==> src/rtl/fetch_unit_basic_pkg.sv <==
// Shared front-end definitions: reset PC, default queue depth and the memory
// request/response message formats used by fetch, cache and memory models.
package fetch_unit_basic_pkg;

    localparam logic [31:0] RST_ADDR      = 32'h0000_0200;
    localparam int unsigned MAX_IN_FLIGHT = 2;
    localparam logic [31:0] INST_BYTES    = 32'd4;

    typedef struct packed {
        logic [31:0] addr;
    } mem_req_msg_t;

    typedef struct packed {
        logic [31:0] data;
    } mem_resp_msg_t;

    // Sequential fetch advances one word; wraps naturally at 2^32.
    function automatic logic [31:0] next_pc(input logic [31:0] pc);
        return pc + INST_BYTES;
    endfunction

endpackage

==> src/rtl/fetch_unit_basic_if.sv <==
// Bundle of the fetch stage's three streams (mem request, mem response,
// decode) plus the downstream squash/redirect.
interface fetch_unit_basic_if;

    // Every stream transfers exactly on a cycle where val & rdy are both high
    // at the rising clock edge; rdy may depend combinationally on val.
    logic        mem_req_val;
    logic        mem_req_rdy;
    logic [31:0] mem_req_addr;

    logic        mem_resp_val;
    logic        mem_resp_rdy;
    logic [31:0] mem_resp_data;

    logic        D_val;
    logic        D_rdy;
    logic [31:0] D_inst;
    logic [31:0] D_pc;

    logic        squash_val;
    logic [31:0] squash_target;

    modport master (
        output mem_req_val, mem_req_addr,
        input  mem_req_rdy,
        input  mem_resp_val, mem_resp_data,
        output mem_resp_rdy,
        output D_val, D_inst, D_pc,
        input  D_rdy,
        input  squash_val, squash_target
    );

    modport slave (
        input  mem_req_val, mem_req_addr,
        output mem_req_rdy,
        output mem_resp_val, mem_resp_data,
        input  mem_resp_rdy,
        input  D_val, D_inst, D_pc,
        output D_rdy,
        output squash_val, squash_target
    );

endinterface

==> src/rtl/fetch_unit_basic_pc_queue.sv <==
// fetch_pc_queue: small synchronous FIFO holding the PCs of outstanding
// fetch requests in issue order; head is the PC of the next response.
module fetch_pc_queue #(
    parameter int unsigned p_depth = 2,
    parameter int unsigned p_width = 32
) (
    input  logic               clk,
    input  logic               rst,
    input  logic               push,
    input  logic               pop,
    input  logic [p_width-1:0] push_data,
    output logic [p_width-1:0] head,
    output logic               full,
    output logic               empty
);

    localparam int unsigned PW = (p_depth > 1) ? $clog2(p_depth) : 1;
    localparam int unsigned CW = $clog2(p_depth + 1);
    localparam logic [CW-1:0] DEPTH_CNT = CW'(p_depth);

    logic [p_width-1:0] mem [p_depth];
    logic [PW-1:0]      wr_ptr;
    logic [PW-1:0]      rd_ptr;
    logic [CW-1:0]      count;
    logic               do_push;
    logic               do_pop;

    // Pointers wrap explicitly so non-power-of-two depths work.
    function automatic logic [PW-1:0] bump(input logic [PW-1:0] p);
        return (p == PW'(p_depth - 1)) ? '0 : p + 1'b1;
    endfunction

    assign full    = (count == DEPTH_CNT);
    assign empty   = (count == '0);
    assign do_pop  = pop & ~empty;
    assign do_push = push & (~full | do_pop);
    assign head    = mem[rd_ptr];

    always_ff @(posedge clk) begin
        if (do_push) begin
            mem[wr_ptr] <= push_data;
        end
    end

    always_ff @(posedge clk) begin
        if (rst) begin
            wr_ptr <= '0;
            rd_ptr <= '0;
            count  <= '0;
        end else begin
            if (do_push) begin
                wr_ptr <= bump(wr_ptr);
            end
            if (do_pop) begin
                rd_ptr <= bump(rd_ptr);
            end
            case ({do_push, do_pop})
                2'b10:   count <= count + 1'b1;
                2'b01:   count <= count - 1'b1;
                default: ;
            endcase
        end
    end

endmodule

==> src/rtl/fetch_unit_basic.sv <==
// Fetch stage: issues sequential instruction fetches, pairs in-order responses
// with their PCs and forwards them to decode; squash discards stale responses.
module fetch_unit_basic
    import fetch_unit_basic_pkg::*;
#(
    parameter logic [31:0] p_rst_addr      = RST_ADDR,
    parameter int unsigned p_max_in_flight = MAX_IN_FLIGHT
) (
    input  logic                clk,
    input  logic                rst,
    fetch_unit_basic_if.master  bus
);

    localparam int unsigned   CW      = $clog2(p_max_in_flight + 1);
    localparam logic [CW-1:0] MAX_CNT = CW'(p_max_in_flight);

    logic [31:0]   pc;
    logic [CW-1:0] in_flight;
    logic [CW-1:0] drop_cnt;

    logic          req_fire;
    logic          resp_fire;
    logic          drop_mode;
    logic          q_full;
    logic          q_empty;
    logic [31:0]   q_head;

    mem_req_msg_t  req_msg;
    mem_resp_msg_t resp_msg;

    assign req_msg.addr  = pc;
    assign resp_msg.data = bus.mem_resp_data;

    // Non-zero drop_cnt means the responses at the head belong to squashed requests.
    assign drop_mode = (drop_cnt != '0);

    assign bus.mem_req_val  = ~rst & ~bus.squash_val & (in_flight < MAX_CNT) & ~q_full;
    assign bus.mem_req_addr = req_msg.addr;

    assign bus.mem_resp_rdy = ~rst & (drop_mode | bus.D_rdy | bus.squash_val);

    // Zero-latency pass-through from memory response to decode.
    assign bus.D_val  = ~rst & ~drop_mode & ~q_empty & bus.mem_resp_val & ~bus.squash_val;
    assign bus.D_inst = resp_msg.data;
    assign bus.D_pc   = q_head;

    assign req_fire  = bus.mem_req_val  & bus.mem_req_rdy;
    assign resp_fire = bus.mem_resp_val & bus.mem_resp_rdy;

    always_ff @(posedge clk) begin
        if (rst) begin
            pc        <= p_rst_addr;
            in_flight <= '0;
            drop_cnt  <= '0;
        end else begin
            case ({req_fire, resp_fire})
                2'b10:   in_flight <= in_flight + 1'b1;
                2'b01:   in_flight <= in_flight - 1'b1;
                default: ;
            endcase

            if (bus.squash_val) begin
                // Everything still outstanding after this edge is stale.
                pc       <= bus.squash_target;
                drop_cnt <= in_flight - CW'(resp_fire);
            end else begin
                if (req_fire) begin
                    pc <= next_pc(pc);
                end
                if (drop_mode && resp_fire) begin
                    drop_cnt <= drop_cnt - 1'b1;
                end
            end
        end
    end

    fetch_pc_queue #(
        .p_depth (p_max_in_flight),
        .p_width (32)
    ) u_pc_queue (
        .clk       (clk),
        .rst       (rst),
        .push      (req_fire),
        .pop       (resp_fire),
        .push_data (pc),
        .head      (q_head),
        .full      (q_full),
        .empty     (q_empty)
    );

endmodule

==> src/flat_wrapper.sv <==
// flat-port wrapper written by rule: the top's interface ports become plain ports
module fetch_unit_basic_flat import fetch_unit_basic_pkg::*;
#(
    parameter logic [31:0] p_rst_addr      = RST_ADDR,
    parameter int unsigned p_max_in_flight = MAX_IN_FLIGHT
)
  (clk, rst, bus_mem_req_val, bus_mem_req_addr, bus_mem_req_rdy, bus_mem_resp_val, bus_mem_resp_data, bus_mem_resp_rdy, bus_D_val, bus_D_inst, bus_D_pc, bus_D_rdy, bus_squash_val, bus_squash_target);
  fetch_unit_basic_if bus_i ();
  input  logic clk;
  input  logic rst;
  output wire logic [$bits(bus_i.mem_req_val)-1:0] bus_mem_req_val;
  output wire logic [$bits(bus_i.mem_req_addr)-1:0] bus_mem_req_addr;
  input wire logic [$bits(bus_i.mem_req_rdy)-1:0] bus_mem_req_rdy;
  input wire logic [$bits(bus_i.mem_resp_val)-1:0] bus_mem_resp_val;
  input wire logic [$bits(bus_i.mem_resp_data)-1:0] bus_mem_resp_data;
  output wire logic [$bits(bus_i.mem_resp_rdy)-1:0] bus_mem_resp_rdy;
  output wire logic [$bits(bus_i.D_val)-1:0] bus_D_val;
  output wire logic [$bits(bus_i.D_inst)-1:0] bus_D_inst;
  output wire logic [$bits(bus_i.D_pc)-1:0] bus_D_pc;
  input wire logic [$bits(bus_i.D_rdy)-1:0] bus_D_rdy;
  input wire logic [$bits(bus_i.squash_val)-1:0] bus_squash_val;
  input wire logic [$bits(bus_i.squash_target)-1:0] bus_squash_target;
  assign bus_mem_req_val = bus_i.mem_req_val;
  assign bus_mem_req_addr = bus_i.mem_req_addr;
  assign bus_i.mem_req_rdy = bus_mem_req_rdy;
  assign bus_i.mem_resp_val = bus_mem_resp_val;
  assign bus_i.mem_resp_data = bus_mem_resp_data;
  assign bus_mem_resp_rdy = bus_i.mem_resp_rdy;
  assign bus_D_val = bus_i.D_val;
  assign bus_D_inst = bus_i.D_inst;
  assign bus_D_pc = bus_i.D_pc;
  assign bus_i.D_rdy = bus_D_rdy;
  assign bus_i.squash_val = bus_squash_val;
  assign bus_i.squash_target = bus_squash_target;
  fetch_unit_basic #(.p_rst_addr(p_rst_addr), .p_max_in_flight(p_max_in_flight)) u_core (.clk(clk), .rst(rst), .bus(bus_i));
endmodule
==> config.mk <==
export PLATFORM = sky130hd
export DESIGN_NAME = fetch_unit_basic_flat
export DESIGN_NICKNAME = d
export VERILOG_FILES = /design/src/rtl/fetch_unit_basic_pkg.sv /design/src/rtl/fetch_unit_basic_if.sv /design/src/rtl/fetch_unit_basic_pc_queue.sv /design/src/rtl/fetch_unit_basic.sv /design/src/flat_wrapper.sv
export SDC_FILE = /design/constraint.sdc
export NUM_CORES = 1
export LEC_CHECK = 0
export CORE_ASPECT_RATIO = 0.8
export CORE_MARGIN = 5
export CORE_UTILIZATION = 46
export CTS_CLUSTER_SIZE = 8
export DETAILED_ROUTE_END_ITERATION = 16
export HOLD_SLACK_MARGIN = 0.02
export PLACE_DENSITY = 0.81
export SYNTH_ARGS = -nofsm -noshare
export SYNTH_HDL_FRONTEND = slang
export SYNTH_HIERARCHICAL = 1
export SYNTH_SLANG_ARGS = --single-unit
==> constraint.sdc <==
create_clock -name clk -period 4.09 [get_ports clk]
set_clock_uncertainty 0.1 [all_clocks]
set_input_delay 0.409 -clock clk [delete_from_list [all_inputs] [get_ports clk]]
set_output_delay 0.409 -clock clk [all_outputs]
set_load 0.02 [all_outputs]
**Yosys cells after proc, flatten, opt, wreduce, memory -nomap -nowiden**

Memory sizes are Yosys's and may differ from the RTL's. A register that Yosys moved wholly into a read port is not among the register bits.
Cells that the tools add are included.

- Bits of input ports: 70
- Bits in writable memories: 64
- Word-level logic and storage cells: 61
- Memories kept: 1
- Bits in read-only memories: 0
- Bits in latches: 0
- Output and inout port bits: 99
- Register bits after elaboration: 40

Memories:

| name | words | width | rd ports | clocked after Yosys merged registers in | write ports | line | RTL |
|---|---|---|---|---|---|---|---|
| u_core.u_pc_queue.mem | 2 | 32 | 1 | 1 | 1 | fetch_unit_basic_pc_queue.sv:21 | `logic [p_width-1:0] mem [p_depth];` |

- Reductions and logical operators: 7
- Mux-type cells: 12
- Add/sub/neg operators: 9
- Div/mod/pow operators: 0
- Multipliers: 0
- Equality and inequality tests: 5
- Shift operators: 0
- Bitwise gates (word level): 20
- Magnitude comparators: 1

Operator list:

| operator | count |
|---|---|
| 32-bit two-way mux | 2 |
| 32-bit by 3-bit adder with 32-bit output (second input constant) | 1 |
| 1-bit AND | 12 |
| 2-bit nonzero test | 5 |
| 2-bit one-hot mux with 2 select lines | 2 |
| 2-bit == test (second input constant) | 3 |
| 1-bit two-way mux | 6 |
| 2-bit by 1-bit subtractor with 2-bit output (second input constant) | 3 |
| 1-bit NOT | 5 |
| 2-bit by 1-bit adder with 2-bit output (second input constant) | 2 |
| 2-bit by 1-bit == test with 1-bit output (second input constant) | 2 |
| 2-bit two-way mux | 2 |
| 1-bit OR | 3 |
| 1-bit adder (second input constant) | 2 |
| 2-bit logical NOT | 1 |
| 2-bit less-than comparator (second input constant) | 1 |
| 2-bit by 1-bit subtractor with 2-bit output | 1 |
| 1-bit logical AND | 1 |

**Logic depth before layout (Yosys ltp)**

Gate-level depths: netlist (run 1).

- Depth after elaboration: 10
- Gate-level depth with buffers: 8

**Cells and area by module**

The synthesis (run 1) kept the hierarchy.

Modules (own cells, without submodules):

| module | sequential area each (µm²) | times used | area each (µm²) | cells an instance |
|---|---|---|---|---|
| fetch_pc_queue | 2021.9 | 1 | 2567.5 | 130 |
| fetch_unit_basic | 720.7 | 1 | 2318.5 | 286 |

**Least setup slack after synthesis (run 1)**

OpenSTA, ideal clock, no wires.

- Kind: input to register
- Start point: input bus_squash_val
- End point: memory u_core.u_pc_queue.mem[0][0] (enable)
- Cell stages on the path: 6
- Setup slack: 0.661 ns
- Setup time: 0.421 ns
- Data required time: 3.569 ns
- Arrival: 2.908 ns
- Cells stage by stage: inv_1 clkbuf_1 a31oi_1 and2_1 o21ai_2 nor2_1

- Cells in the longest elaborated chain, start to end: 8
- Elaborated cells between the ends (all ways): 13
- Those cells by class: 2 x mux; 11 x bitwise

Ends and longest elaborated chain:

| item | line | RTL |
|---|---|---|
| start: declaration | flat_wrapper.sv:21 | `input wire logic [$bits(bus_i.squash_val)-1:0] bus_squash_val;` |
| 1-bit OR | fetch_unit_basic.sv:40 | `assign bus.mem_resp_rdy = ~rst & (drop_mode \| bus.D_rdy \| bus.squash_val);` |
| 1-bit AND | fetch_unit_basic.sv:40 |  |
| via bus_mem_resp_rdy | flat_wrapper.sv:16 | `output wire logic [$bits(bus_i.mem_resp_rdy)-1:0] bus_mem_resp_rdy;` |
| 1-bit AND | fetch_unit_basic.sv:48 | `assign resp_fire = bus.mem_resp_val & bus.mem_resp_rdy;` |
| via u_core.resp_fire | fetch_unit_basic.sv:22 | `logic resp_fire;` |
| 1-bit AND | fetch_unit_basic_pc_queue.sv:35 | `assign do_pop = pop & ~empty;` |
| 1-bit OR | fetch_unit_basic_pc_queue.sv:36 | `assign do_push = push & (~full \| do_pop);` |
| 1-bit AND | fetch_unit_basic_pc_queue.sv:36 |  |
| 1-bit two-way mux | fetch_unit_basic_pc_queue.sv:40 | `if (do_push) begin` |
| 1-bit two-way mux (not written as such) | fetch_unit_basic_pc_queue.sv:41 | `mem[wr_ptr] <= push_data;` |
| end: declaration | fetch_unit_basic_pc_queue.sv:21 |  |

The timed path passes the listed nets, and every way through them passes these cells.

**Final worst setup path (run 1)**

- Start point: input bus_squash_val
- End point: output bus_D_val

- Cells in the longest elaborated chain, start to end: 2

Ends and longest elaborated chain:

| item | line | RTL |
|---|---|---|
| 1-bit NOT | fetch_unit_basic.sv:43 | `assign bus.D_val = ~rst & ~drop_mode & ~q_empty & bus.mem_resp_val & ~bus.squash_val;` |
| 1-bit AND | fetch_unit_basic.sv:43 |  |
| end: declaration | flat_wrapper.sv:17 | `output wire logic [$bits(bus_i.D_val)-1:0] bus_D_val;` |

No other way between the ends.

==> results of run 1 <==
[path summary, 6_finish.rpt]
path / startpoint / endpoint / slack [ns]
worst min-delay path: u_core/u_pc_queue/rd_ptr / u_core/u_pc_queue/rd_ptr / 0.41
worst min register to register: u_core/u_pc_queue/rd_ptr / u_core/u_pc_queue/rd_ptr / 0.41
worst max register to register: u_core/u_pc_queue/count[0] / u_core/u_pc_queue/mem[1][10] / 1.37
worst max-delay path: bus_squash_val / bus_D_val / 1.18
[kinds of logic after synthesis]
group / count (synthesis) / synth area share, %
mux: 41 / 9.32
flops: 105 / 56.1
xor+xnor: 31 / 5.56
buf+inv: 59 / 7.50
fa+ha+maj: 4 / 1.02
simple gates: 122 / 13.5
compound gates: 54 / 6.97
[worst max-delay path, cell delays in order]
cell and delay [ns]:
clkdlybuf4s50_1 0.69, nor2_1 0.39, nand3_1 0.12, nor2_1 0.15, clkdlybuf4s50_1 0.63
[metrics by stage]
stage / setup WS (ns) / cells
5_1_grt: 1.07 / 636
6_report: 1.18 / 636
2_1_floorplan: 0.661 / 416
4_1_cts: 1.18 / 636
3_3_place_gp: 1.02 / 620
3_5_place_dp: 0.921 / 620
[state kept, by name, indices dropped and copies added, names as in the netlist, named ones only]
name                      cells
u_core/u_pc_queue/rd_ptr      1
u_core/u_pc_queue/count       2
u_core/in_flight              2
u_core/u_pc_queue/mem        64
u_core/u_pc_queue/wr_ptr      1
u_core/bus.mem_req_addr      32
u_core/drop_cnt               2
[power breakdown]
group	internal [mW]	switching, mW
logic	0.152	0.151
registers	1.17	0.0523
clock network	0.426	0.400
[area by class of cell]
class	instances	share of cell area (%)
multi-input combinational	252	29.2
tap	140	2.86
sequential	105	44.7
clock inverter	7	0.999
clock buffer	9	3.67
inverter	12	0.734
timing repair buffer	111	17.8
[layer usage]
layer / global-route usage (%) / vias to the layer above
met5: 0 / -
li1: - / 1637
met4: 8.17 / 0
met3: 3.61 / 45
met2: 31.4 / 130
met1: 23.4 / 1697
[placed cells by master (no fill, tap or decap), types with 4 or more instances in the layout]
cell | Yosys | layout
a21oi_1 | 24 | 24
nand4_1 | 16 | 16
mux2i_1 | 8 | 8
inv_1 | 12 | 12
nand3_1 | 8 | 8
nand2_1 | 17 | 17
buf_4 | 32 | 7
xor2_1 | 15 | 15
a211oi_1 | 10 | 10
nor2_1 | 37 | 35
xnor2_1 | 16 | 16
clkbuf_16 | 0 | 9
edfxtp_1 | 64 | 64
nor3_1 | 5 | 5
and3_1 | 14 | 14
dfxtp_1 | 41 | 41
o22ai_1 | 6 | 6
clkdlybuf4s50_1 | 0 | 104
mux2_2 | 30 | 30
ha_1 | 4 | 4
nor4_1 | 6 | 6
[cells in the mapped netlist, types with 2 or more instances]
master     n  area, um^2
mux2i_1    8        80.1
a211oi_1  10        75.1
o22ai_1    6        37.5
inv_1     12        45.0
nand2_1   17        63.8
nand4_1   16         100
mux2_1     2        22.5
clkbuf_1   8        30.0
edfxtp_1  64        1920
mux2_2    30         338
and3_1    14        87.6
o21ai_0    3        15.0
nor2_1    37         139
xnor2_1   16         140
nand2b_1   2        12.5
nor3_1     5        25.0
nand3_1    8        40.0
buf_1      2        7.51
and2_1     3        18.8
or2_2      2        12.5
nor4_1     6        37.5
buf_4     32         240
buf_6      3        33.8
xor2_1    15         131
dfxtp_1   41         821
ha_1       4        50.1
a21oi_1   24         120
==> flow_summary_export.csv, run 1 <==
group,metric,value,unit
status,status,"complete, no violations",
cts,cts.reportedPaths.clkPinSlew,0.07,ns
drt,drc_errors,0,
floorplanning,dieArea,12800,um^2
yosys,synth.avg_cell_area,11.7,um^2
setup_path,start_kind,"input port",
drt,vias_per_cell,5.52,
timing,hold_viol_final,0,
floorplanning,die_y,102,um
timing,fin_tns_setup,0,ns
yosys,async_reset_ff_share,0,%
yosys,synth_edf_count,64,
yosys,ys.flop_type,"edfxtp_1",
yosys,synth_seq_cells,105,
power_and_ir_drop,p_per_area,383,nW/um^2
setup_path,crit_type,"input port to output port",
floorplanning,rows,33,
timing,post-route-min-period,2.91,ns
timing,grt_setup_unrepaired,"no",
global_routing,grt_use_total,18.5,%
cts,clock_sinks,105,
yosys,syn_nets,490,
cts,holdBufCountCts,0,
power_and_ir_drop,finalPower,2.35,mW
cts,cts_max_level,3,
place,hpwlAfterDp,8350,um
setup_path,arrival,2.40,ns
layout,num-nets-final,565,
timing,relSlewSlack,60.3,%
layout,final_cell_area,6130,um^2
drt,drt-pass1-iter-count,6,
setup_path,cp_max_fo,14,
layout,fillers,819,
global_routing,grt_antenna_before_repair,0,
floorplanning,dieWidth,125,um
cts,numCtsBuffers,9,
drt,met3WireLength,782,um
job,maxCapViolCount,0,
place,placed_cell_area,5850,um^2
timing,finalSetupViolCount,0,
drt,dr.first_iter.drc_count,340,
power_and_ir_drop,leakage,2.14,nW
timing,fin_hold_ws,0.414,ns
drt,met1Wirelength,5130,um
floorplanning,io_pins,169,
yosys,syn_inst,416,
timing,max_freq,344,MHz
yosys,ys_warn_count,6,
global_routing,grt_max_degree,45,
layout,final_core_util,59.4,%
global_routing,grt_pass1_vias,3562,
power_and_ir_drop,peakVddDrop,183,uV
worst_hold_path,hold_path_class,"flip-flop to flip-flop",
layout,regArea,2740,um^2
layout,antenna_cells,0,
cts,postCtsResizedCells,0,
global_routing,overflow,0,
timing,finalCritPeriodShare,71.1,%
floorplanning,core-area,10300,um^2
drt,wl,11900,um
drt,wl_per_cell,18.8,um
cts,clockBufferDepth,2,
drt,antenna_left,0,
drt,top_layer,"met4",
layout,multi_input_area,1790,um^2
setup_path,cp.required,3.58,ns
setup_path,critPathCaptureType,"output port",
layout,drive_gt1_share,13.3,%
cts,clk_latency,0.34,ns
yosys,synth_area,4890,um^2
place,numPortBuffers,104,
drt,met2_length,5750,um
layout,areaGrowthSynthToFinish,25.6,%
timing,maxSlewViolCount,0,
cts,post_cts_buffers,0,
worst_hold_path,hold_depth,2,
drt,vias,3509,
cts,cts_tree,"done",
floorplanning,start_util,47.3,%
yosys,yosysSeqAreaShare,56.1,%
setup_path,reg2regPathDepth,9,
place,place_congestion,0.785,
timing,tightest_slew,0.590,ns
global_routing,grt_pass1_wl,18700,um
yosys,ys_types,53,
cts,root_buffer,"clkbuf_16",
(Power assumes the default switching activity.)
==> inputs of run 2 (changes only) <==
--- a/config.mk
+++ b/config.mk
@@ -7,11 +7,11 @@
 export LEC_CHECK = 0
 export CORE_ASPECT_RATIO = 0.8
 export CORE_MARGIN = 5
-export CORE_UTILIZATION = 46
+export CORE_UTILIZATION = 41
 export CTS_CLUSTER_SIZE = 8
 export DETAILED_ROUTE_END_ITERATION = 16
 export HOLD_SLACK_MARGIN = 0.02
-export PLACE_DENSITY = 0.81
+export PLACE_DENSITY = 0.76
 export SYNTH_ARGS = -nofsm -noshare
 export SYNTH_HDL_FRONTEND = slang
 export SYNTH_HIERARCHICAL = 1
==> constraint.sdc (replaced) <==
create_clock -name clk -period 2.4 [get_ports clk]
set_clock_uncertainty 0.1 [all_clocks]
set_input_delay 0.24 -clock clk [delete_from_list [all_inputs] [get_ports clk]]
set_output_delay 0.24 -clock clk [all_outputs]
set_load 0.02 [all_outputs]
==> run 2 against run 1 <==
Compared with the run above:
- via count shrank 0.28%
- sequential power grew 69%
- cell count grew 3.8%
- non-clock buffer count grew 16
- combinational power grew 86%
- critical path type is now flip-flop to output port
- critical endpoint is now bus_mem_req_val
- largest power group unchanged
==> flow_summary_export.csv, run 2 (synthesized netlist as in run 1, its figures left out) <==
group,metric,value,unit
setup_path,cp.required,2.06,ns
cts,post_cts_buffers,0,
drt,wl_per_cell,17.8,um
drt,dr.first_iter.drc_count,223,
timing,post-route-min-period,2.21,ns
layout,num-nets-final,581,
timing,finalSetupViolCount,0,
cts,holdBufCountCts,0,
timing,maxSlewViolCount,0,
timing,finalCritPeriodShare,92.0,%
setup_path,reg2reg_from,"u_core/u_pc_queue/count[0]",
floorplanning,rows,35,
cts,postCtsResizedCells,0,
cts,cts_tree,"done",
power_and_ir_drop,p_per_area,639,nW/um^2
setup_path,cp_max_fo,7,
global_routing,grt_pass1_wl,19000,um
setup_path,arrival,1.87,ns
place,hpwlAfterDp,8440,um
drt,antenna_left,0,
power_and_ir_drop,clockPowerShare,35.2,%
worst_hold_path,hold_path_class,"input port to flip-flop",
timing,max_freq,453,MHz
layout,areaGrowthSynthToFinish,29.6,%
layout,fillers,957,
floorplanning,dieArea,14200,um^2
power_and_ir_drop,peakVddDrop,378,uV
layout,multi_input_area,1800,um^2
timing,tightest_slew,0.470,ns
status,status,"complete, no violations",
timing,fin_tns_setup,0,ns
worst_hold_path,hold_depth,3,
timing,timing.final.ws_setup,0.192,ns
cts,cts_max_level,3,
power_and_ir_drop,leakage,2.23,nW
cts,numCtsBuffers,9,
drt,vias,3499,
cts,cts.reportedPaths.clkPinSlew,0.07,ns
cts,clock_sinks,105,
cts,clk_latency,0.34,ns
floorplanning,die_y,108,um
power_and_ir_drop,internal_power,3.01,mW
worst_hold_path,min_to,"u_core/bus.mem_req_addr[11]",
timing,grt_setup_unrepaired,"no",
layout,largest-register,"u_core/u_pc_queue/mem",
layout,largest_reg_flops,64,
floorplanning,start_util,42.1,%
drt,vias_per_cell,5.30,
place,numPortBuffers,104,
global_routing,grt_max_degree,33,
place,placed_cell_area,6030,um^2
power_and_ir_drop,switching_share,25.7,%
job,maxCapViolCount,0,
power_and_ir_drop,comb_power_share,14.0,%
place,place_congestion,0.837,
global_routing,grt_pass1_vias,3587,
global_routing,overflow,0,
layout,drive_gt1_share,16.6,%
timing,relSlewSlack,68.4,%
setup_path,reg2reg_to,"u_core/bus.mem_req_addr[16]",
floorplanning,dieWidth,132,um
place,place_ws,0.120,ns
setup_path,critPathCaptureType,"output port",
setup_path,crit_type,"flip-flop to output port",
layout,antenna_cells,0,
layout,final_cell_area,6330,um^2
worst_hold_path,min-delay-start,"bus_squash_target[11]",
layout,final_common_cell,"clkdlybuf4s50_1",
power_and_ir_drop,power_frac_seq,50.8,%
power_and_ir_drop,power.net_switching,1.04,mW
cts,root_buffer,"clkbuf_16",
setup_path,ff2ff_setup_slack,0.20,ns
layout,layout_common_cells,"104 x clkdlybuf4s50_1, 64 x edfxtp_1, 40 x dfxtp_1",
drt,drt-pass1-iter-count,4,
setup_path,reg2regPathDepth,7,
drt,drc_errors,0,
cts,clockBufferDepth,2,
global_routing,grt_use_total,16.7,%
floorplanning,io_pins,169,
setup_path,start_kind,"flip-flop",
layout,regArea,2740,um^2
drt,wl,11800,um
timing,hold_viol_final,0,
floorplanning,core-area,11600,um^2
global_routing,grt_antenna_before_repair,0,
-- run 2: cell types whose count changed in the layout (fill, tap and decap cells not counted), sizes merged --
| cell | delta |
|---|---|
| buf | +16 |
| clkinv | +3 |
| inv | -2 |
| clkinvlp | -1 |
-- run 2: worst max path at each step --
stage	start	end	slack, ns	cells after the start
after detailed placement	bus_squash_val	u_core/in_flight[1]	0.12	7
after CTS	u_core/u_pc_queue/count[0]	bus_mem_req_val	0.18	4
after global routing	u_core/u_pc_queue/count[0]	bus_mem_req_val	0.12	4
after floorplan	u_core/drop_cnt[0]	u_core/u_pc_queue/mem[1][0]	0.02	6
after global placement	bus_squash_val	u_core/in_flight[1]	0.16	7
final	u_core/u_pc_queue/count[0]	bus_mem_req_val	0.19	4
-- run 2: cell type report --
cell class / instances / share of cell area (%)
inverter: 12 / 0.712
clock inverter: 7 / 1.19
timing repair buffer: 127 / 19.8
clock buffer: 9 / 3.56
tap: 148 / 2.93
sequential: 105 / 43.3
multi-input combinational: 252 / 28.5
-- run 2: layer usage --
layer | wire length, um | share of wire, % | track usage (%) | vias to the layer above
met2 | 5480 | 47 | 27.5 | 125
met4 | 328 | 2.8 | 6.17 | 0
met3 | 905 | 7.7 | 4.16 | 46
met1 | 5060 | 43 | 21.4 | 1665
li1 | - | - | - | 1663
met5 | 0 | 0 | 0 | -
-- run 2: stage by stage --
step           hold WS [ns]  util, %  power (mW)  std cells
2_1_floorplan         0.212        -        2.45        416
3_3_place_gp          0.380     52.0        2.65        644
3_5_place_dp          0.380     52.0        2.66        644
4_1_cts               0.371     54.5        4.07        660
5_1_grt               0.373     54.5        4.22        660
6_report              0.376     54.5        4.04        660
-- run 2: power by group through the flow --
| stage | registers [mW] | logic, mW | clock network [mW] |
|---|---|---|---|
| 2_1_floorplan | 2.13 | 0.320 | 0 |
| 3_3_place_gp | 2.09 | 0.555 | 0 |
| 3_5_place_dp | 2.10 | 0.565 | 0 |
| 4_1_cts | 2.05 | 0.569 | 1.45 |
| 5_1_grt | 2.07 | 0.606 | 1.54 |
| 6_report | 2.06 | 0.564 | 1.42 |
-- run 2: worst max-delay path: stages (launching register included) --
cell and delay, ns:
dfxtp_2 0.40, nand2b_2 0.16, inv_1 0.11, nor4_1 0.20, clkdlybuf4s50_1 0.66
